--- src/rtl/alu_sched_if.sv ---
`default_nettype none
// +----------------------------------------------------------------------+
// | Module      : alu_sched_if                                           |
// | Description : Request/response and ALU-side signal bundle for the    |
// |               shared-ALU scheduler.                                  |
// | Revision    : 1.0 - initial release                                  |
// +----------------------------------------------------------------------+
interface alu_sched_if #(
  parameter int WIDTH = 16
);
  // requester 0
  logic             req0_valid;
  logic             req0_ready;
  logic [3:0]       req0_op;
  logic [WIDTH-1:0] req0_a;
  logic [WIDTH-1:0] req0_b;
  logic             rsp0_valid;
  logic [WIDTH-1:0] rsp0_z;
  logic             rsp0_carry;
  // requester 1
  logic             req1_valid;
  logic             req1_ready;
  logic [3:0]       req1_op;
  logic [WIDTH-1:0] req1_a;
  logic [WIDTH-1:0] req1_b;
  logic             rsp1_valid;
  logic [WIDTH-1:0] rsp1_z;
  logic             rsp1_carry;
  // status and shared ALU
  logic             busy;
  logic [WIDTH-1:0] alu_a;
  logic [WIDTH-1:0] alu_b;
  logic [3:0]       alu_c;
  logic             alu_cin;
  logic [WIDTH-1:0] alu_z;
  logic             alu_cout;

  // scheduler side
  modport slave (
    input  req0_valid, req0_op, req0_a, req0_b,
    input  req1_valid, req1_op, req1_a, req1_b,
    input  alu_z, alu_cout,
    output req0_ready, rsp0_valid, rsp0_z, rsp0_carry,
    output req1_ready, rsp1_valid, rsp1_z, rsp1_carry,
    output busy, alu_a, alu_b, alu_c, alu_cin
  );

  // requesters plus ALU side
  modport master (
    output req0_valid, req0_op, req0_a, req0_b,
    output req1_valid, req1_op, req1_a, req1_b,
    output alu_z, alu_cout,
    input  req0_ready, rsp0_valid, rsp0_z, rsp0_carry,
    input  req1_ready, rsp1_valid, rsp1_z, rsp1_carry,
    input  busy, alu_a, alu_b, alu_c, alu_cin
  );
endinterface
`default_nettype wire

--- src/rtl/alu_sched.sv ---
`default_nettype none
// +----------------------------------------------------------------------+
// | Module      : alu_sched                                              |
// | Description : Round-robin scheduler sharing one combinational ALU    |
// |               between two requesters, one op in flight, private      |
// |               carry flag per requester.                              |
// | Revision    : 1.0 - initial release                                  |
// +----------------------------------------------------------------------+
module alu_sched #(
  parameter int WIDTH = 16
) (
  input  wire logic      clk,
  input  wire logic      rst_n,
  alu_sched_if.slave     bus_io
);

  localparam logic [0:0] S_IDLE = 1'b0;
  localparam logic [0:0] S_EXEC = 1'b1;

  localparam logic [3:0] OP_ADD  = 4'b0100;
  localparam logic [3:0] OP_ADC  = 4'b0101;
  localparam logic [3:0] OP_CLRC = 4'b1011;
  localparam logic [3:0] OP_SETC = 4'b1100;

  logic [0:0]       state_q, state_d;
  logic             rr_q;        // last winner; the other side wins a tie
  logic             owner_q;
  logic [3:0]       op_q;
  logic [WIDTH-1:0] a_q, b_q;
  logic             carry0_q, carry1_q;
  logic             rsp0_valid_q, rsp1_valid_q;
  logic [WIDTH-1:0] rsp0_z_q, rsp1_z_q;

  logic             w_grant0, w_grant1, w_accept;
  logic             w_cin, w_carry_d;
  logic [WIDTH-1:0] w_result;

  assign w_grant0 = bus_io.req0_valid & (~bus_io.req1_valid | rr_q);
  assign w_grant1 = bus_io.req1_valid & (~bus_io.req0_valid | ~rr_q);
  assign w_accept = (state_q == S_IDLE) & (w_grant0 | w_grant1);

  // Carry flag of the in-flight owner, fed to the ALU and the fix-up below
  assign w_cin = owner_q ? carry1_q : carry0_q;

  // ALU Z is undefined for the flag-only ops, so those return zero
  assign w_result = ((op_q == OP_CLRC) || (op_q == OP_SETC)) ? '0 : bus_io.alu_z;

  // New carry flag for the owner; the ALU's cout for ADC ignores carryIn,
  // and the only missed carry is a+b == all-ones with cin=1 (Z wraps to 0)
  always_comb begin
    w_carry_d = w_cin;
    case (op_q)
      OP_ADD:  w_carry_d = bus_io.alu_cout;
      OP_ADC:  w_carry_d = bus_io.alu_cout | (w_cin & (bus_io.alu_z == '0));
      OP_CLRC: w_carry_d = 1'b0;
      OP_SETC: w_carry_d = 1'b1;
      default: w_carry_d = w_cin;
    endcase
  end

  // State register
  always_ff @(posedge clk or negedge rst_n) begin
    if (!rst_n) state_q <= S_IDLE;
    else        state_q <= state_d;
  end

  // Next state: accept in IDLE moves to EXEC, EXEC always lasts one cycle
  always_comb begin
    state_d = state_q;
    case (state_q)
      S_IDLE:  if (w_accept) state_d = S_EXEC;
      S_EXEC:  state_d = S_IDLE;
      default: state_d = S_IDLE;
    endcase
  end

  // Outputs: handshake in IDLE, ALU operands only while executing
  always_comb begin
    bus_io.req0_ready = 1'b0;
    bus_io.req1_ready = 1'b0;
    bus_io.busy       = 1'b0;
    bus_io.alu_a      = '0;
    bus_io.alu_b      = '0;
    bus_io.alu_c      = 4'b0000;
    bus_io.alu_cin    = 1'b0;
    case (state_q)
      S_IDLE: begin
        bus_io.req0_ready = rst_n & w_grant0;
        bus_io.req1_ready = rst_n & w_grant1;
      end
      S_EXEC: begin
        bus_io.busy    = 1'b1;
        bus_io.alu_a   = a_q;
        bus_io.alu_b   = b_q;
        bus_io.alu_c   = op_q;
        bus_io.alu_cin = w_cin;
      end
      default: ;
    endcase
  end

  // Datapath: latch the accepted op, then deliver result and carry for its owner
  always_ff @(posedge clk or negedge rst_n) begin
    if (!rst_n) begin
      rr_q         <= 1'b1;
      owner_q      <= 1'b0;
      op_q         <= 4'b0000;
      a_q          <= '0;
      b_q          <= '0;
      carry0_q     <= 1'b0;
      carry1_q     <= 1'b0;
      rsp0_valid_q <= 1'b0;
      rsp1_valid_q <= 1'b0;
      rsp0_z_q     <= '0;
      rsp1_z_q     <= '0;
    end else begin
      rsp0_valid_q <= 1'b0;
      rsp1_valid_q <= 1'b0;
      if (w_accept) begin
        owner_q <= w_grant1;
        rr_q    <= w_grant1;
        op_q    <= w_grant1 ? bus_io.req1_op : bus_io.req0_op;
        a_q     <= w_grant1 ? bus_io.req1_a  : bus_io.req0_a;
        b_q     <= w_grant1 ? bus_io.req1_b  : bus_io.req0_b;
      end
      if (state_q == S_EXEC) begin
        if (owner_q) begin
          rsp1_valid_q <= 1'b1;
          rsp1_z_q     <= w_result;
          carry1_q     <= w_carry_d;
        end else begin
          rsp0_valid_q <= 1'b1;
          rsp0_z_q     <= w_result;
          carry0_q     <= w_carry_d;
        end
      end
    end
  end

  assign bus_io.rsp0_valid = rsp0_valid_q;
  assign bus_io.rsp1_valid = rsp1_valid_q;
  assign bus_io.rsp0_z     = rsp0_z_q;
  assign bus_io.rsp1_z     = rsp1_z_q;
  assign bus_io.rsp0_carry = carry0_q;
  assign bus_io.rsp1_carry = carry1_q;

endmodule
`default_nettype wire

--- src/flat_wrapper.sv ---
// flat-port wrapper written by rule: the top's interface ports become plain ports
module alu_sched_flat 
#(
  parameter int WIDTH = 16
)
  (clk, rst_n, bus_io_req0_valid, bus_io_req0_op, bus_io_req0_a, bus_io_req0_b, bus_io_req1_valid, bus_io_req1_op, bus_io_req1_a, bus_io_req1_b, bus_io_alu_z, bus_io_alu_cout, bus_io_req0_ready, bus_io_rsp0_valid, bus_io_rsp0_z, bus_io_rsp0_carry, bus_io_req1_ready, bus_io_rsp1_valid, bus_io_rsp1_z, bus_io_rsp1_carry, bus_io_busy, bus_io_alu_a, bus_io_alu_b, bus_io_alu_c, bus_io_alu_cin);
  alu_sched_if #(.WIDTH(WIDTH)) bus_io_i ();
  input  wire logic clk;
  input  wire logic rst_n;
  input wire logic [$bits(bus_io_i.req0_valid)-1:0] bus_io_req0_valid;
  input wire logic [$bits(bus_io_i.req0_op)-1:0] bus_io_req0_op;
  input wire logic [$bits(bus_io_i.req0_a)-1:0] bus_io_req0_a;
  input wire logic [$bits(bus_io_i.req0_b)-1:0] bus_io_req0_b;
  input wire logic [$bits(bus_io_i.req1_valid)-1:0] bus_io_req1_valid;
  input wire logic [$bits(bus_io_i.req1_op)-1:0] bus_io_req1_op;
  input wire logic [$bits(bus_io_i.req1_a)-1:0] bus_io_req1_a;
  input wire logic [$bits(bus_io_i.req1_b)-1:0] bus_io_req1_b;
  input wire logic [$bits(bus_io_i.alu_z)-1:0] bus_io_alu_z;
  input wire logic [$bits(bus_io_i.alu_cout)-1:0] bus_io_alu_cout;
  output wire logic [$bits(bus_io_i.req0_ready)-1:0] bus_io_req0_ready;
  output wire logic [$bits(bus_io_i.rsp0_valid)-1:0] bus_io_rsp0_valid;
  output wire logic [$bits(bus_io_i.rsp0_z)-1:0] bus_io_rsp0_z;
  output wire logic [$bits(bus_io_i.rsp0_carry)-1:0] bus_io_rsp0_carry;
  output wire logic [$bits(bus_io_i.req1_ready)-1:0] bus_io_req1_ready;
  output wire logic [$bits(bus_io_i.rsp1_valid)-1:0] bus_io_rsp1_valid;
  output wire logic [$bits(bus_io_i.rsp1_z)-1:0] bus_io_rsp1_z;
  output wire logic [$bits(bus_io_i.rsp1_carry)-1:0] bus_io_rsp1_carry;
  output wire logic [$bits(bus_io_i.busy)-1:0] bus_io_busy;
  output wire logic [$bits(bus_io_i.alu_a)-1:0] bus_io_alu_a;
  output wire logic [$bits(bus_io_i.alu_b)-1:0] bus_io_alu_b;
  output wire logic [$bits(bus_io_i.alu_c)-1:0] bus_io_alu_c;
  output wire logic [$bits(bus_io_i.alu_cin)-1:0] bus_io_alu_cin;
  assign bus_io_i.req0_valid = bus_io_req0_valid;
  assign bus_io_i.req0_op = bus_io_req0_op;
  assign bus_io_i.req0_a = bus_io_req0_a;
  assign bus_io_i.req0_b = bus_io_req0_b;
  assign bus_io_i.req1_valid = bus_io_req1_valid;
  assign bus_io_i.req1_op = bus_io_req1_op;
  assign bus_io_i.req1_a = bus_io_req1_a;
  assign bus_io_i.req1_b = bus_io_req1_b;
  assign bus_io_i.alu_z = bus_io_alu_z;
  assign bus_io_i.alu_cout = bus_io_alu_cout;
  assign bus_io_req0_ready = bus_io_i.req0_ready;
  assign bus_io_rsp0_valid = bus_io_i.rsp0_valid;
  assign bus_io_rsp0_z = bus_io_i.rsp0_z;
  assign bus_io_rsp0_carry = bus_io_i.rsp0_carry;
  assign bus_io_req1_ready = bus_io_i.req1_ready;
  assign bus_io_rsp1_valid = bus_io_i.rsp1_valid;
  assign bus_io_rsp1_z = bus_io_i.rsp1_z;
  assign bus_io_rsp1_carry = bus_io_i.rsp1_carry;
  assign bus_io_busy = bus_io_i.busy;
  assign bus_io_alu_a = bus_io_i.alu_a;
  assign bus_io_alu_b = bus_io_i.alu_b;
  assign bus_io_alu_c = bus_io_i.alu_c;
  assign bus_io_alu_cin = bus_io_i.alu_cin;
  alu_sched #(.WIDTH(WIDTH)) u_core (.clk(clk), .rst_n(rst_n), .bus_io(bus_io_i));
endmodule
--- config.mk ---
export PLATFORM = sky130hd
export DESIGN_NAME = alu_sched_flat
export DESIGN_NICKNAME = d
export VERILOG_FILES = /design/src/rtl/alu_sched_if.sv /design/src/rtl/alu_sched.sv /design/src/flat_wrapper.sv
export SDC_FILE = /design/constraint.sdc
export NUM_CORES = 1
export LEC_CHECK = 0
export BUFFER_PORTS_ARGS = -buffer_cell sky130_fd_sc_hd__buf_2
export CAP_MARGIN = 20
export CORE_MARGIN = 2
export CORE_UTILIZATION = 42
export DETAILED_ROUTE_END_ITERATION = 10
export PLACE_DENSITY = 0.79
export SLEW_MARGIN = 20
export SYNTH_ARGS = -nofsm -noshare
export SYNTH_HDL_FRONTEND = slang
export SYNTH_SLANG_ARGS = --single-unit
--- constraint.sdc ---
create_clock -name clk -period 1.6 [get_ports clk]
set_clock_uncertainty 0.15 [all_clocks]
set_input_delay 0.08 -clock clk [delete_from_list [all_inputs] [get_ports clk]]
set_output_delay 0.08 -clock clk [all_outputs]
set_load 0.02 [all_outputs]
Yosys cells after proc, flatten, opt, wreduce, memory -nomap -nowiden
Index checks and enable logic that the tools add are counted.
- equality and inequality tests: 4
- mux-type cells: 19
- bitwise logic cells: 15
- reduce and logical (&&, ||, !) cells: 4
- operators with widths (operator ; number):
    $mux 16 ; 5
    $logic_not 16->1 ; 1
    $mux 1 ; 10
    $eq 4x3->1 const B ; 2
    $eq 4x4->1 const B ; 2
    $mux 4 ; 2
    $and 1x1->1 ; 6
    $not 1->1 ; 5
    $or 1x1->1 ; 4
    $pmux 1 s4 ; 1
    $reduce_and 2->1 ; 2
    $pmux 1 s2 ; 1
    $logic_or 1x1->1 ; 1
- register bits: 75
- output and inout bits: 76
- word-level logic and storage cells: 54

Logic depth before layout (Yosys ltp)
Gate-level depths: netlist (run 1).
- word-level depth: 7
- gate-level depth with buffers: 7
- mapped depth without buffers: 4

Worst setup path before layout (run 1)
Ideal clock, no wire load.
- path kind: reg-to-reg
- start: register u_core.state_q
- end: register u_core.a_q[10]
- setup time: 0.135 ns
- data arrival time: 1.377 ns
- required time: 1.315 ns
- path slack: -0.061 ns
- cell stages (with the launch flop): 7
- path buffers: 3
- clock period less this slack: 1.661 ns
- cells stage by stage: dfrtp_1 > buf_2 > inv_1 > o21ai_1 > buf_2 > clkbuf_1 > o21ai_0
- longest elaborated chain between the ends: 2
- RTL lines (item ; line ; source):
    start, declared ; alu_sched.sv:25 ; logic [0:0] state_q, state_d;
    start signal, assigned ; alu_sched.sv:64 ; else state_q <= state_d;
    $not 1->1 ; alu_sched.sv:40 ; assign w_accept = (state_q == S_IDLE) & (w_grant0 | w_grant1);
    $and 1x1->1 ; alu_sched.sv:40 ;
    end signal, assigned ; alu_sched.sv:123 ; a_q <= w_grant1 ? bus_io.req1_a : bus_io.req0_a;
    end, declared ; alu_sched.sv:29 ; logic [WIDTH-1:0] a_q, b_q;
No other way between the ends.
A chain may end at the register's enable or synchronous reset.

Worst setup path in the final report (run 1)
- start: register u_core.rr_q
- end: output bus_io_req1_ready
- longest elaborated chain between the ends: 5
- RTL lines (item ; line ; source):
    start, declared ; alu_sched.sv:26 ; logic rr_q;
    start signal, assigned ; alu_sched.sv:121 ; rr_q <= w_grant1;
    $not 1->1 ; alu_sched.sv:39 ; assign w_grant1 = bus_io.req1_valid & (~bus_io.req0_valid | ~rr_q);
    $or 1x1->1 ; alu_sched.sv:39 ;
    $and 1x1->1 ; alu_sched.sv:39 ;
    $and 1x1->1 ; alu_sched.sv:89 ; bus_io.req1_ready = rst_n & w_grant1;
    $mux 1 ; alu_sched.sv:86 ; case (state_q)
    end, declared ; flat_wrapper.sv:24 ; output wire logic [$bits(bus_io_i.req1_ready)-1:0] bus_io_req1_ready;
No other way between the ends.

==> impl_metrics.py, run 1 <==
metrics = {
    "outcome": {
        "status": "finished, violations left",
        "violations": "setup timing",
    },
    "floorplan": {
        "num_rows": 33,
        "start_util_pct": 42.7,
        "dieArea_sq_mm": 0.00897,
        "fp.dieW_um": 94.7,
        "io_pins": 169,
        "core_area_sq_mm": 0.00809,
        "die_h_um": 94.7,
    },
    "yosys": {
        "synth-compound-area-share_pct": 12.5,
        "ys_seq_area_share_pct": 54.3,
        "yosysWarnings": 0,
        "netlist_instances": 357,
        "synthAdderAreaFrac_pct": 0,
        "netlist-cell-type-count": 27,
        "synth-xor-area-share_pct": 0,
        "synth_top_family_by_area": "simple AND/OR/NAND/NOR gates",
        "ys_seq_elements": 75,
        "syn_area_per_cell_sq_um": 9.68,
        "synthesis.area_sq_mm": 0.00346,
        "synthMuxAreaShare_pct": 10.7,
        "mappedNetlistNets": 450,
        "synth-simple-area-share_pct": 18.4,
    },
    "sta": {
        "max_freq_ghz": 0.615,
        "maxSlewViolCount": 0,
        "grt_setup_unrepaired": "yes",
        "slew_headroom_pct": 70.6,
        "tightest_slew_ps": 438,
        "worst_slack_ps": -24.8,
        "setup_viol": 1,
        "finalHoldViolations": 0,
        "finalCriticalPeriod_ps": 1620,
        "setup_tns_ps": -24.8,
        "period_share_pct": 102,
    },
    "power_and_ir_drop": {
        "comb_power_share_pct": 40.6,
        "internal_power_mw": 4.21,
        "netSwitchingFraction_pct": 38.8,
        "fin_total_pwr_mw": 6.88,
        "p_switching_mw": 2.67,
        "leakage_nw": 2.90,
        "irDropWorstVdd_mv": 0.505,
        "seqPwrFrac_pct": 40.9,
        "pwr_density_cell_mw_per_mm2": 1210,
        "clkPwrFrac_pct": 18.5,
    },
    "critical_path": {
        "reg2regPathDepth": 5,
        "arrival_ps": 1390,
        "setup.worst_path.end": "bus_io_req1_ready",
        "reg2reg_from": "u_core.rr_q$_DFFE_PN1P_",
        "crit_path_start_kind": "register",
        "setup.worst_path.start": "u_core.rr_q$_DFFE_PN1P_",
        "reg2reg_slack_ps": 20,
        "required_ps": 1370,
        "end_kind": "output pin",
        "crit_type": "reg -> out",
        "worstPathMaxFanout": 2,
        "reg2reg_to": "u_core.b_q[3]$_DFFE_PN0P_",
    },
    "drt": {
        "drc": 0,
        "wl_per_cell_um": 16.1,
        "vias": 3614,
        "drtIter0Drc": 173,
        "ant_nets": 0,
        "avgViaCountPerCell": 4.96,
        "firstDrtPassIters": 5,
        "routed_wl_um": 11700,
    },
    "grt": {
        "grt_overflow_total": 0,
        "grt_pass1_wl_um": 18300,
        "grt_pass1_vias": 3768,
        "grtUsageTotal_pct": 26.5,
        "grt_max_degree": 75,
        "antenna_found_initial": 0,
    },
    "layout": {
        "drive_gt1_share_pct": 34.3,
        "nNetsFinal": 712,
        "n_antenna_cell": 0,
        "syn2layout_area_growth_pct": 64.5,
        "final_area_sq_mm": 0.00569,
    },
    "placed_design": {
        "portBuffers": 168,
        "place_hpwl_um": 6470,
        "place.gp.congestion": 0.816,
        "placed_cell_area_sq_mm": 0.00452,
    },
    "clock_network": {
        "numClockSinks": 75,
        "insertion_delay_ps": 340,
        "root_buffer": "clkbuf_8",
        "path_clk_slew_ps": 80,
        "cts_buffers": 9,
        "htree_num_levels": 3,
        "clock_path_buffers": 2,
        "cts_tree": "yes",
    },
    "run": {
        "drv_cap": 0,
    },
    "min_path": {
        "hold_class": "in -> reg",
    },
}
## metrics by stage
step                cells  utilization, %  worst slack, ps  hold slack, ps
finish                728            70.3            -24.8            25.2
global route          728            70.3            -57.7            34.0
CTS                   725            69.5            -61.9            14.0
detailed placement    617            55.8             12.7           -89.9
global placement      617            55.8             63.5           -95.1
floorplan             357               -             16.3            -366
## registers in the layout (all words and copies together) (netlist names), 4 cells and up
name                  flops
u_core.bus_io.rsp0_z     16
u_core.a_q               16
u_core.b_q               16
u_core.op_q               4
u_core.bus_io.rsp1_z     16
## cells by family (layout without fill, tap and decap cells)
family | after synthesis | in the layout
and+or+nand+nor | 134 | 134
AOI/OAI and AO/OA | 80 | 80
DFF | 75 | 75
muxes | 37 | 37
buffers and inverters | 31 | 297
## power by group through the flow
stage               Clock, mW  Combinational [mW]  Sequential, mW
finish                   1.27                2.79            2.81
global route             1.39                3.04            2.87
CTS                      1.32                2.67            2.79
detailed placement          0                2.47            2.83
global placement            0                2.40            2.80
floorplan                   0                1.05            3.22
## critical path, stage by stage (launching register included)
cell     delay, ps
dfstp_2        570
a21oi_4         70
buf_12         120
and3_4         160
buf_6          130
## cells in the final DEF (no fill, tap or decap), types with 2 or more instances in the layout
cell type	instances
o31ai_1	2
mux2i_2	2
dfrtp_2	2
nor4_1	3
dlygate4sd3_1	91
inv_1	5
nand2_1	87
o31a_1	2
mux2i_1	35
buf_6	3
and2_1	35
clkbuf_8	10
clkinv_2	3
clkinvlp_4	2
buf_12	8
buf_4	11
o21ai_1	8
dfrtp_1	72
nand2b_1	2
o21ai_0	60
buf_2	163
## cells in the mapped netlist (all sizes together)
cell	instances	area share [%]
nand2	87	9.4
o21ai	69	10
a21oi	2	0.29
o31ai	2	0.43
o2111a	1	0.33
mux2i	37	11
nand4b	1	0.25
or4	1	0.33
clkbuf	13	1.4
dfrtp	74	54
o31a	2	0.51
a41oi	1	0.25
a31oi	1	0.18
nor4	4	0.90
inv	6	0.65
o211a	1	0.29
a22o	1	0.25
dfstp	1	0.76
and3	1	0.18
buf	12	2.0
nand2b	3	0.76
nor2	2	0.22
and2	35	6.3
## metal layers
metal / vias up / global-route usage (%) / wire length (um)
met5: - / 0 / 0
met4: 0 / 9.54 / 233
met3: 21 / 6.23 / 909
met2: 175 / 45.4 / 5800
met1: 1702 / 32.7 / 4800
li1: 1716 / - / -
## worst min path at each step
stage                                end  cells after the start  slack [ps]         startpoint
4_1_cts         u_core.state_q$_DFF_PN0_                      4          10  bus_io_req1_valid
3_5_place_dp     u_core.rr_q$_DFFE_PN1P_                      1         -90              rst_n
3_3_place_gp     u_core.rr_q$_DFFE_PN1P_                      1        -100              rst_n
2_1_floorplan  u_core.a_q[0]$_DFFE_PN0P_                      0        -370              rst_n
5_1_grt         u_core.state_q$_DFF_PN0_                      4          30  bus_io_req1_valid
6_report        u_core.state_q$_DFF_PN0_                      4          30  bus_io_req1_valid
## repair_timing
item | CTS | global route
hold endpoints to repair | 144 | 0
buffers inserted | 2 | 3
endpoints found under the setup margin | 37 | 59
pin swaps | 1 | 2
gates resized for setup | 5 | 14
hold buffers | 91 | 0
## final cells by class
class | instances | area, sq um
clock inverter | 5 | 30.0
timing repair buffer | 276 | 2000
tap | 105 | 131
sequential | 75 | 1880
inverter | 6 | 22.5
fill | 577 | 2400
clock buffer | 10 | 138
multi-input combinational | 251 | 1480
No activity file was read; power rests on OpenSTA's default activity.
==> inputs of run 2 (changes only) <==
Settings changed: BUFFER_PORTS_ARGS -buffer_cell sky130_fd_sc_hd__buf_2 to unset, CORE_UTILIZATION 42 to 57, DONT_BUFFER_PORTS set to 1, PLACE_DENSITY 0.79 to 0.77.
==> impl_metrics.py, run 2 (synthesis results as in run 1) <==
metrics = {
    "power_and_ir_drop": {
        "internal_power_mw": 4.21,
        "p_switching_mw": 2.58,
        "irDropWorstVdd_mv": 0.880,
        "netSwitchingFraction_pct": 38.0,
        "comb_power_share_pct": 26.9,
        "clkPwrFrac_pct": 24.4,
        "seqPwrFrac_pct": 48.7,
        "leakage_nw": 2.26,
        "fin_total_pwr_mw": 6.78,
        "pwr_density_cell_mw_per_mm2": 1370,
    },
    "critical_path": {
        "arrival_ps": 1640,
        "end_kind": "register",
        "crit_path_top_delay_cell": "dfstp_2",
        "reg2reg_to": "u_core.a_q[4]$_DFFE_PN0P_",
        "path_delay_family": "flip-flops",
        "reg2regPathDepth": 4,
        "crit_chain": "a21oi_4, bufbuf_16, mux2i_2, o21ai_0",
        "crit_type": "reg -> reg",
        "cp_num_buf_inv": 1,
        "required_ps": 1660,
        "crit_path_start_kind": "register",
        "slowest_delay_ps": 390,
        "worstPathMaxFanout": 14,
        "reg2reg_slack_ps": 20,
        "reg2reg_from": "u_core.rr_q$_DFFE_PN1P_",
    },
    "floorplan": {
        "io_pins": 169,
        "core_area_sq_mm": 0.00589,
        "die_h_um": 81.9,
        "start_util_pct": 58.7,
        "fp.dieW_um": 81.9,
        "num_rows": 28,
        "dieArea_sq_mm": 0.00670,
    },
    "clock_network": {
        "numClockSinks": 75,
        "clock_path_buffers": 2,
        "cts_buffers": 9,
        "cts_tree": "yes",
        "insertion_delay_ps": 340,
        "path_clk_slew_ps": 90,
        "htree_num_levels": 3,
        "root_buffer": "clkbuf_8",
    },
    "placed_design": {
        "place_hpwl_um": 5420,
        "place_inst": 423,
        "place.gp.congestion": 0.751,
        "portBuffers": 0,
    },
    "sta": {
        "finalHoldViolations": 75,
        "whs_ps": -732,
        "slew_headroom_pct": 71.2,
        "finalCriticalPeriod_ps": 1580,
        "setup_viol": 0,
        "max_freq_ghz": 0.632,
        "grt_setup_unrepaired": "yes",
        "tightest_slew_ps": 428,
        "maxSlewViolCount": 0,
        "period_share_pct": 98.9,
    },
    "outcome": {
        "violations": "hold timing",
        "status": "finished, violations left",
    },
    "layout": {
        "syn2layout_area_growth_pct": 43.3,
        "multi_input_area_sq_mm": 0.00152,
        "ff_latch_area_sq_mm": 0.00188,
        "stdcell_count": 539,
        "final_cell_mix": "91 x dlygate4sd3_1, 87 x nand2_1, 71 x dfrtp_1",
        "nNetsFinal": 551,
        "final_common_cell": "dlygate4sd3_1",
        "nFillCells": 296,
        "drive_gt1_share_pct": 17.7,
    },
    "grt": {
        "grt_pass1_vias": 3212,
        "grtUsageTotal_pct": 31.2,
        "antenna_found_initial": 1,
        "grt_overflow_total": 0,
        "grt_pass1_wl_um": 15500,
        "grt_max_degree": 78,
    },
    "drt": {
        "wl_per_cell_um": 19.3,
        "drtIter0Drc": 142,
        "drc": 0,
        "vias": 3094,
        "firstDrtPassIters": 4,
        "avgViaCountPerCell": 5.74,
        "ant_nets": 0,
        "routed_wl_um": 10400,
    },
    "run": {
        "drv_cap": 0,
    },
    "min_path": {
        "hold_class": "in -> async",
    },
}
==> run 2: through the flow <==
stage | cell area [sq um] | setup TNS (ps) | util, % | worst slack, ps
6_report | 4950 | 0 | 84.2 | 18.1
3_5_place_dp | 3640 | 0 | 61.8 | 86.2
4_1_cts | 4830 | 0 | 82.1 | 3.79
3_3_place_gp | 3640 | 0 | 61.8 | 150
5_1_grt | 4950 | -86.7 | 84.2 | -36.8
2_1_floorplan | 3460 | 0 | - | 16.3
==> run 2: power by group through the flow <==
stage	Combinational, mW	Sequential [mW]	Clock, mW
global placement	1.36	3.28	0
global route	1.98	3.37	1.77
finish	1.82	3.30	1.66
CTS	1.66	3.28	1.66
floorplan	1.05	3.22	0
detailed placement	1.42	3.32	0
==> run 2: routing by layer <==
layer	global-route usage (%)	wire length (um)	up-vias
met1	34.7	3790	1497
met5	0	0	-
li1	-	-	1395
met2	55.1	5460	175
met4	15.7	265	0
met3	7.80	915	27
==> run 2: layout make-up <==
cell class	instances	area share (%)
flip-flops and latches	75	38.0
multi-input cells	251	30.7
repair buffers	115	24.3
clock buffers	10	2.78
well taps	75	1.89
clock inverters	6	1.79
inverters	6	0.455
diodes	1	0.0505
==> run 2: worst max path at each step <==
stage | start | end | slack, ps | depth (start not counted)
final | u_core.rr_q$_DFFE_PN1P_ | u_core.a_q[4]$_DFFE_PN0P_ | 20 | 4
after global routing | u_core.rr_q$_DFFE_PN1P_ | u_core.a_q[4]$_DFFE_PN0P_ | -40 | 4
after CTS | u_core.state_q$_DFF_PN0_ | bus_io_alu_b[15] | 4 | 2
after detailed placement | u_core.op_q[2]$_DFFE_PN0P_ | u_core.bus_io.rsp0_z[13]$_DFFE_PN0P_ | 90 | 5
after global placement | u_core.state_q$_DFF_PN0_ | u_core.owner_q$_DFFE_PN0P_ | 150 | 4
after floorplan | u_core.state_q$_DFF_PN0_ | u_core.b_q[10]$_DFFE_PN0P_ | 20 | 7
==> run 2: repair_timing <==
action | 4_1_cts | 5_1_grt
pin swaps | 1 | 4
endpoints found under the setup margin | 39 | 38
hold buffers | 90 | 1
hold endpoints to repair | 147 | 76
setup buffers | 2 | 5
gates cloned | 1 | 0
gates resized for setup | 9 | 34
